--- src/rtl/riscy_mmio_pkg.sv ---
// Shared types and constants for the memory-mapped UART transmit peripheral.
package riscy_mmio_pkg;

    typedef enum logic [1:0] {
        IDLE,
        START,
        DATA,
        STOP
    } uart_state_t;

    localparam logic [31:0] MMIO_UART_TX_ADDR = 32'hFFFF_FFF0;
    localparam logic [7:0]  OVERRUN_MAX       = 8'hFF;

endpackage

--- src/rtl/byte_fifo.sv ---
// Synchronous byte FIFO; circular buffer with wrapping pointers and an occupancy count.
module byte_fifo #(
    parameter int unsigned DEPTH = 4
) (
    input  logic                           clk,
    input  logic                           reset,
    input  logic                           push,
    input  logic [7:0]                     din,
    input  logic                           pop,
    output logic [7:0]                     dout,
    output logic                           full,
    output logic                           empty,
    output logic [$clog2(DEPTH+1)-1:0]     count
);

    localparam int unsigned AW = $clog2(DEPTH);
    localparam int unsigned CW = $clog2(DEPTH+1);

    logic [7:0]    mem [DEPTH];
    logic [AW-1:0] wr_ptr_q;
    logic [AW-1:0] rd_ptr_q;
    logic [CW-1:0] count_q;
    logic          do_push;
    logic          do_pop;

    assign full  = (count_q == CW'(DEPTH));
    assign empty = (count_q == '0);
    assign count = count_q;
    assign dout  = mem[rd_ptr_q];

    // A pop on the same edge frees the slot, so a push into a full FIFO is then legal.
    assign do_pop  = pop && !empty;
    assign do_push = push && (!full || do_pop);

    always_ff @(posedge clk) begin
        if (do_push) begin
            mem[wr_ptr_q] <= din;
        end
    end

    always_ff @(posedge clk or posedge reset) begin
        if (reset) begin
            wr_ptr_q <= '0;
            rd_ptr_q <= '0;
            count_q  <= '0;
        end else begin
            if (do_push) begin
                wr_ptr_q <= wr_ptr_q + AW'(1);
            end
            if (do_pop) begin
                rd_ptr_q <= rd_ptr_q + AW'(1);
            end
            unique case ({do_push, do_pop})
                2'b10:   count_q <= count_q + CW'(1);
                2'b01:   count_q <= count_q - CW'(1);
                default: count_q <= count_q;
            endcase
        end
    end

endmodule

--- src/rtl/mmio_uart_tx.sv ---
// Store-bus snooping UART transmitter: address decode, overrun counter and 8N1 serializer.
module mmio_uart_tx
    import riscy_mmio_pkg::*;
#(
    parameter int unsigned CLKS_PER_BIT = 16,
    parameter int unsigned FIFO_DEPTH   = 4,
    parameter logic [31:0] TX_ADDR      = MMIO_UART_TX_ADDR
) (
    input  logic        clk,
    input  logic        reset,
    input  logic        memwrite,
    input  logic [31:0] dataadr,
    input  logic [31:0] writedata,
    output logic        tx,
    output logic        busy,
    output logic        fifo_full,
    output logic [7:0]  overrun_count
);

    localparam int unsigned CNT_W = $clog2(CLKS_PER_BIT);
    localparam int unsigned CW    = $clog2(FIFO_DEPTH+1);

    uart_state_t    state_q;
    logic [CNT_W-1:0] clk_cnt_q;
    logic [2:0]     bit_idx_q;
    logic [7:0]     shift_q;
    logic           tx_q;
    logic [7:0]     overrun_q;

    logic           hit;
    logic           push;
    logic           pop;
    logic           drop;
    logic           bit_end;
    logic [7:0]     fifo_dout;
    logic           fifo_full_w;
    logic           fifo_empty;
    logic [CW-1:0]  fifo_count;
    logic           unused_wdata;

    assign unused_wdata = ^writedata[31:8];

    assign hit     = memwrite && (dataadr == TX_ADDR);
    assign bit_end = (clk_cnt_q == CNT_W'(CLKS_PER_BIT - 1));

    // Pops happen when idle, or on the last stop-bit cycle so frames run back to back.
    assign pop  = !fifo_empty && ((state_q == IDLE) || ((state_q == STOP) && bit_end));
    assign push = hit && (!fifo_full_w || pop);
    assign drop = hit && fifo_full_w && !pop;

    byte_fifo #(
        .DEPTH (FIFO_DEPTH)
    ) u_fifo (
        .clk   (clk),
        .reset (reset),
        .push  (push),
        .din   (writedata[7:0]),
        .pop   (pop),
        .dout  (fifo_dout),
        .full  (fifo_full_w),
        .empty (fifo_empty),
        .count (fifo_count)
    );

    always_ff @(posedge clk or posedge reset) begin
        if (reset) begin
            overrun_q <= '0;
        end else if (drop && (overrun_q != OVERRUN_MAX)) begin
            overrun_q <= overrun_q + 8'd1;
        end
    end

    always_ff @(posedge clk or posedge reset) begin
        if (reset) begin
            state_q   <= IDLE;
            clk_cnt_q <= '0;
            bit_idx_q <= '0;
            shift_q   <= '0;
            tx_q      <= 1'b1;
        end else begin
            unique case (state_q)
                IDLE: begin
                    tx_q <= 1'b1;
                    if (pop) begin
                        shift_q   <= fifo_dout;
                        clk_cnt_q <= '0;
                        state_q   <= START;
                        tx_q      <= 1'b0;
                    end
                end
                START: begin
                    if (bit_end) begin
                        clk_cnt_q <= '0;
                        bit_idx_q <= '0;
                        state_q   <= DATA;
                        tx_q      <= shift_q[0];
                    end else begin
                        clk_cnt_q <= clk_cnt_q + CNT_W'(1);
                    end
                end
                DATA: begin
                    if (bit_end) begin
                        clk_cnt_q <= '0;
                        shift_q   <= {1'b0, shift_q[7:1]};
                        bit_idx_q <= bit_idx_q + 3'd1;
                        if (bit_idx_q == 3'd7) begin
                            state_q <= STOP;
                            tx_q    <= 1'b1;
                        end else begin
                            tx_q    <= shift_q[1];
                        end
                    end else begin
                        clk_cnt_q <= clk_cnt_q + CNT_W'(1);
                    end
                end
                STOP: begin
                    if (bit_end) begin
                        clk_cnt_q <= '0;
                        if (pop) begin
                            shift_q <= fifo_dout;
                            state_q <= START;
                            tx_q    <= 1'b0;
                        end else begin
                            state_q <= IDLE;
                            tx_q    <= 1'b1;
                        end
                    end else begin
                        clk_cnt_q <= clk_cnt_q + CNT_W'(1);
                    end
                end
                default: begin
                    state_q <= IDLE;
                    tx_q    <= 1'b1;
                end
            endcase
        end
    end

    assign tx            = tx_q;
    assign busy          = (state_q != IDLE) || (fifo_count != '0);
    assign fifo_full     = fifo_full_w;
    assign overrun_count = overrun_q;

endmodule

--- config.mk ---
export PLATFORM = sky130hd
export DESIGN_NAME = mmio_uart_tx
export DESIGN_NICKNAME = d
export VERILOG_FILES = /design/src/rtl/riscy_mmio_pkg.sv /design/src/rtl/byte_fifo.sv /design/src/rtl/mmio_uart_tx.sv
export SDC_FILE = /design/constraint.sdc
export NUM_CORES = 1
export LEC_CHECK = 0
export ABC_AREA = 1
export CAP_MARGIN = 20
export CELL_PAD_IN_SITES_DETAIL_PLACEMENT = 1
export CELL_PAD_IN_SITES_GLOBAL_PLACEMENT = 2
export CORE_UTILIZATION = 27
export DETAILED_ROUTE_END_ITERATION = 10
export GPL_TIMING_DRIVEN = 1
export PLACE_DENSITY = 0.87
export SLEW_MARGIN = 20
export SYNTH_ARGS = -nofsm -noshare
export SYNTH_HDL_FRONTEND = slang
export SYNTH_SLANG_ARGS = --single-unit
--- constraint.sdc ---
create_clock -name clk -period 2.1 [get_ports clk]
set_input_delay 0.525 -clock clk [delete_from_list [all_inputs] [get_ports clk]]
set_output_delay 0.525 -clock clk [all_outputs]
set_load 0.01 [all_outputs]
==> flow_metrics.env <==
export IMPL_synth_adder_area_share_pct=6.21
export IMPL_grt_start_max_net_pins=34
export IMPL_synthTopCellsByCount="82 x nand2_1, 38 x nor2_1, 37 x inv_1"
export IMPL_coreArea_um2=12100
export IMPL_num_vias=2735
export IMPL_drt_total_wl_um=8460
export IMPL_fill_cells=1381
export IMPL_hold_violations=0
export IMPL_drc=0
export IMPL_io_buffer_count=53
export IMPL_fin_area_um2=4720
export IMPL_fp_dieH_um=113
export IMPL_antenna_found_initial=0
export IMPL_clk_pin_slew_worst_paths_ns=0.06
export IMPL_wl_met2_um=4510
export IMPL_vdd_drop_max_v=0.000305
export IMPL_worstHoldPathType="flip-flop to flip-flop"
export IMPL_yosysSeqAreaShare_pct=53.5
export IMPL_grt_pass1_wl_um=13900
export IMPL_synthXorXnorAreaFrac_pct=1.54
export IMPL_relSlewSlack_pct=68.6
export IMPL_worst_pin_slew_ns=0.471
export IMPL_cts_made_buffers=9
export IMPL_hold_buffers=0
export IMPL_power_density_nw_per_um2=824
export IMPL_dr_pass1_iters=4
export IMPL_worstSetupStartpointType="primary input"
export IMPL_pin_count=78
export IMPL_post_synth_top_count_cell="nand2_1"
export IMPL_die_x_um=113
export IMPL_synth_simple_gate_area_share_pct=22.9
export IMPL_synth_area_leader_cell="edfxtp_1"
export IMPL_period_share_pct=98.4
export IMPL_period_minus_slack_ns=2.07
export IMPL_start_util_pct=27.7
export IMPL_yosys_top_cells_area="edfxtp_1 29%, dfrtp_1 24%, nand2_1 9.2%"
export IMPL_ys_flop_type="edfxtp_1"
export IMPL_multiInputGateArea_um2=1450
export IMPL_dieArea_um2=12800
export IMPL_met1Wirelength_um=3580
export IMPL_crit_path_start="dataadr[5]"
export IMPL_via_per_inst=4.40
export IMPL_p_total_uw=3890
export IMPL_overflow=0
export IMPL_dpl_instance_area_um2=4260
export IMPL_cts_tree="built"
export IMPL_yosys_warnings=0
export IMPL_hp_start="tx"
export IMPL_power_leakage_uw=0.00214
export IMPL_syn_area_um2=3340
export IMPL_status="complete, no violations"
export IMPL_skew_ns=0.00597
export IMPL_rsz0062_at_grt="true"
export IMPL_syn_to_final_growth_pct=41.1
export IMPL_async_flop_share_pct=50.8
export IMPL_crit_required_ns=2.31
export IMPL_avgSynthCellArea_um2=9.52
export IMPL_fin_nets=532
export IMPL_synth_seq_cells=65
export IMPL_dp_slack_ns=-0.553
export IMPL_clk_insertion_delay_late_ns=0.33
export IMPL_crit_fanout=2
export IMPL_place_congestion=0.727
export IMPL_final_setup_worst_slack_ns=0.0336
export IMPL_dp_hpwl_um=5960
export IMPL_grt_pass1_vias=2906
export IMPL_netlist_area_leader_share_pct=28.8
export IMPL_fmax_mhz=484
export IMPL_r2r_start="state_q[1]"
export IMPL_clk_path_buf_depth=2
export IMPL_rr_worst_depth=13
export IMPL_holdPathStages=2
export IMPL_synth_compound_area_share_pct=8.35
export IMPL_clock_sinks=65
export IMPL_wl_met3_um=205
export IMPL_fp_row_count=40
export IMPL_num_antenna_cells=0
export IMPL_drv_slew=0
export IMPL_cap_violations=0
export IMPL_cts_htree_levels=3
export IMPL_syn_instance_count=351
export IMPL_track_usage_pct=14.1
export IMPL_drive_above_1_share_pct=22.2
export IMPL_top_layer_used="met4"
export IMPL_final_cell_count_no_fill=622
export IMPL_syn_nets=434
export IMPL_finalSetupViolCount=0
export IMPL_ff_latch_area_um2=1790
export IMPL_dpl_cell_count=594
export IMPL_drt_iter0_drc=90
export IMPL_final_util_pct=39.1
export IMPL_endpoint_kind="flip-flop"
export IMPL_ant_nets=0
export IMPL_synth_top_family_by_area="simple AND/OR/NAND/NOR gates"
export IMPL_wl_per_cell_um=13.6
export IMPL_synth_cell_types=35
export IMPL_path_class="primary input to flip-flop"
export IMPL_cts_root_buffer="clkbuf_16"
export IMPL_synth_edff_count=32
export IMPL_arrival_ns=2.28
export IMPL_muxShareOfSynthArea_pct=1.80
[layout by cell type, fill, tap and decap left out, types with 6 or more instances in the layout]
master	instances
o21ai_1	6
clkbuf_16	9
nand3_2	6
o22ai_1	7
nor2_1	36
nand2_1	81
inv_2	9
mux2i_1	6
dlygate4sd2_1	27
edfxtp_1	32
dfrtp_1	32
clkdlybuf4s50_1	21
ha_1	11
o21ai_0	26
inv_1	29
nand3_1	10
nand4_1	8
buf_4	41
[metal layers]
layer	vias up	global-route usage (%)
met5	-	0
li1	1361	-
met1	1323	15.7
met2	38	25.7
met3	13	3.32
met4	0	5.96
[worst paths after layout]
check | endpoint | slack, ns
max | u_fifo.count[2] | 0.03
max reg2reg | u_fifo.count[2] | 0.04
max in group asynchronous | tx | 1.15
min in group asynchronous | u_fifo.wr_ptr_q[0] | 0.60
min | tx | 0.47
min reg2reg | tx | 0.47
[cell type report]
cell class | instances | share of cell area (%)
flip-flops and latches | 65 | 37.9
multi-input cells | 239 | 30.7
repair buffers | 94 | 17.3
clock buffers | 11 | 5.15
well taps | 168 | 4.46
inverters | 40 | 3.29
clock inverters | 5 | 1.19
[timing repair]
action / CTS / global route
cloned: 0 / 0
pin swaps: 23 / 10
endpoints found under the setup margin: 12 / 18
resized for setup: 40 / 17
setup buffers: 7 / 5
[critical path, cell delays in order]
cell and delay (ns):
clkdlybuf4s50_1 0.40, nand2_1 0.06, inv_1 0.04, nand3_2 0.08
inv_2 0.05, nand3_4 0.08, nor2_4 0.04, inv_2 0.07
ha_4 0.14, inv_4 0.03, fa_2 0.36, a21oi_2 0.17
o21ai_2 0.09, xor2_1 0.14
[flip-flops by register name, summed over array words and instances (netlist names)]
signal and count:
bit_idx_q 3, tx 1, clk_cnt_q 4, overrun_count 8
u_fifo.rd_ptr_q 2, state_q 2, u_fifo.wr_ptr_q 2, u_fifo.mem 32
shift_q 8, u_fifo.count 3
[through the flow]
step	TNS [ns]	hold WS (ns)
2_1_floorplan	0	0.455
3_3_place_gp	-9.68	0.460
3_5_place_dp	-12.61	0.468
4_1_cts	0	0.475
5_1_grt	-0.0330	0.503
6_report	0	0.471
[cell families after synthesis]
group,Yosys count
simple gates,161
flops,65
compound gates,51
buf+inv,47
fa+ha+maj,16
mux,6
xor+xnor,5
[report_power, final]
| part | internal, µW | switching [µW] | leakage (µW) |
|---|---|---|---|
| registers | 1470 | 99.7 | 0.000685 |
| logic | 358 | 457 | 0.00131 |
| clock network | 949 | 551 | 0.000145 |
| total | 2780 | 1110 | 0.00214 |
Power figures use the tool's default switching activity.
==> RTL edit (same settings) <==
Make the reset (`reset`) synchronous in 3 clocked blocks.
--- a/src/rtl/byte_fifo.sv
+++ b/src/rtl/byte_fifo.sv
@@ -38,7 +38,7 @@
         end
     end
 
-    always_ff @(posedge clk or posedge reset) begin
+    always_ff @(posedge clk) begin
         if (reset) begin
             wr_ptr_q <= '0;
             rd_ptr_q <= '0;
--- a/src/rtl/mmio_uart_tx.sv
+++ b/src/rtl/mmio_uart_tx.sv
@@ -62,7 +62,7 @@
         .count (fifo_count)
     );
 
-    always_ff @(posedge clk or posedge reset) begin
+    always_ff @(posedge clk) begin
         if (reset) begin
             overrun_q <= '0;
         end else if (drop && (overrun_q != OVERRUN_MAX)) begin
@@ -70,7 +70,7 @@
         end
     end
 
-    always_ff @(posedge clk or posedge reset) begin
+    always_ff @(posedge clk) begin
         if (reset) begin
             state_q   <= IDLE;
             clk_cnt_q <= '0;
Formal check against the unedited RTL: differs if reset is asserted again (counterexample within 4 cycles, from zero or initial values and one cycle with reset high); with reset held inactive, the same outputs for 10 cycles.
==> RTL edit against the unedited design <==
Sequential cell count up 2. Register-to-register slack improved by 0.11 ns. Routed wire length increased by 3.4%. Setup slack better by 0.064 ns. Count of clock-buffer cells in the layout down 2. Area after synthesis down 0.97%. Cell count up 2.4%. Largest cell class unchanged. Final area fell by 1.6%.
Power is not compared: it rests on default switching activity, and its combinational part moved more than twofold at a synthesized area within 25%.
==> RTL edit: results (changes against the unedited design) <==
metric,value,unit,change
area occupied by multi-input gates,1560,um^2,+7.9%
Clock Skew,0.00409,ns,-0.00188 ns
proportion of synthesized area in mux cells,0,%,-1.8 points
critical path peak fanout,4,,+2
max frequency,499,MHz,+3.2%
syn nets,483,,+11%
outcome,finished clean,,
grt met2 use,27.7,%,+2.0 points
Post-CTS Resized,32,,-20%
CP Data Arrival Time,1.48,ns,-0.80 ns
non-clk buf share,17.1,%,-0.25 points
critical path's slowest cell,dfxtp_4,,
highest cell delay on the worst timing path,0.36,ns,-0.04 ns
post-CTS setup buffers,2,,-5
Synth Area in XOR/XNOR,0.265,%,-1.3 points
M1 wire length,3580,um,about the same
metal3 WL,365,um,+78%
Clock-cell share,5.99,%,-0.35 points
"Seq/Total Area, Yosys",50.2,%,-3.3 points
global-route usage over all layers,14.7,%,+0.56 points
post-synthesis compound-gate area fraction,10.4,%,+2.0 points
Filler Cells Inserted,1395,,+1.0%
placed inst area,4180,um^2,-2.0%
largest net degree at the start of global routing,17,,-50%
R2R Setup Slk,0.15,ns,+0.11 ns
synth cell count leaders,"83 x nand2_1, 77 x nor2_1, 36 x inv_1",,
post-DR wirelength/cell,13.7,um,+0.96%
"FFs w/ async S/R, synth",0,%,-51 points
fraction of layout instances using a drive strength above 1,17.3,%,-4.9 points
syn avg cell area,8.27,um^2,-13%
Multi-In Gates,286,,+20%
Sequential Area,1670,um^2,-6.6%
met2 routed WL,4650,um,+3.1%
top post-synthesis cells by area,"edfxtp_1 29%, dfxtp_1 21%, nand2_1 9.4%",,
Initial DRC Count,79,,-12%
depth of the worst register-to-register path,12,,-1
M3 GR Usage,4.02,%,+0.70 points
Seq Cell Count,67,,+3.1%
synth unique cells,34,,-2.9%
global-route wire length before repair,14600,um,+5.1%
-- RTL edit: changes by cell type in the layout (fill, tap and decap cells not counted), sizes merged, moves of 13 or more --
cell	change
dfxtp	+35
nor2	+35
buf	-13
a21oi	+13
dlymetal6s2s	+14
dfrtp	-32
dlygate4sd2	-14
-- RTL edit: power groups by stage --
stage	clock (W)	combinational (W)	sequential, W
2_1_floorplan	0	0.00122	0.00165
3_3_place_gp	0	0.00176	0.00166
3_5_place_dp	0	0.00185	0.00167
4_1_cts	0.00142	0.00195	0.00164
5_1_grt	0.00148	0.00226	0.00168
6_report	0.00139	0.00198	0.00165
-- RTL edit: worst max-delay path by stage --
stage	from	endpoint	depth (start not counted)
2_1_floorplan	state_q[0]	u_fifo.count[2]	12
3_3_place_gp	dataadr[10]	u_fifo.count[2]	13
3_5_place_dp	dataadr[13]	u_fifo.count[1]	10
4_1_cts	dataadr[7]	u_fifo.mem[2][5]	10
5_1_grt	clk_cnt_q[0]	u_fifo.count[2]	12
6_report	state_q[0]	busy	6
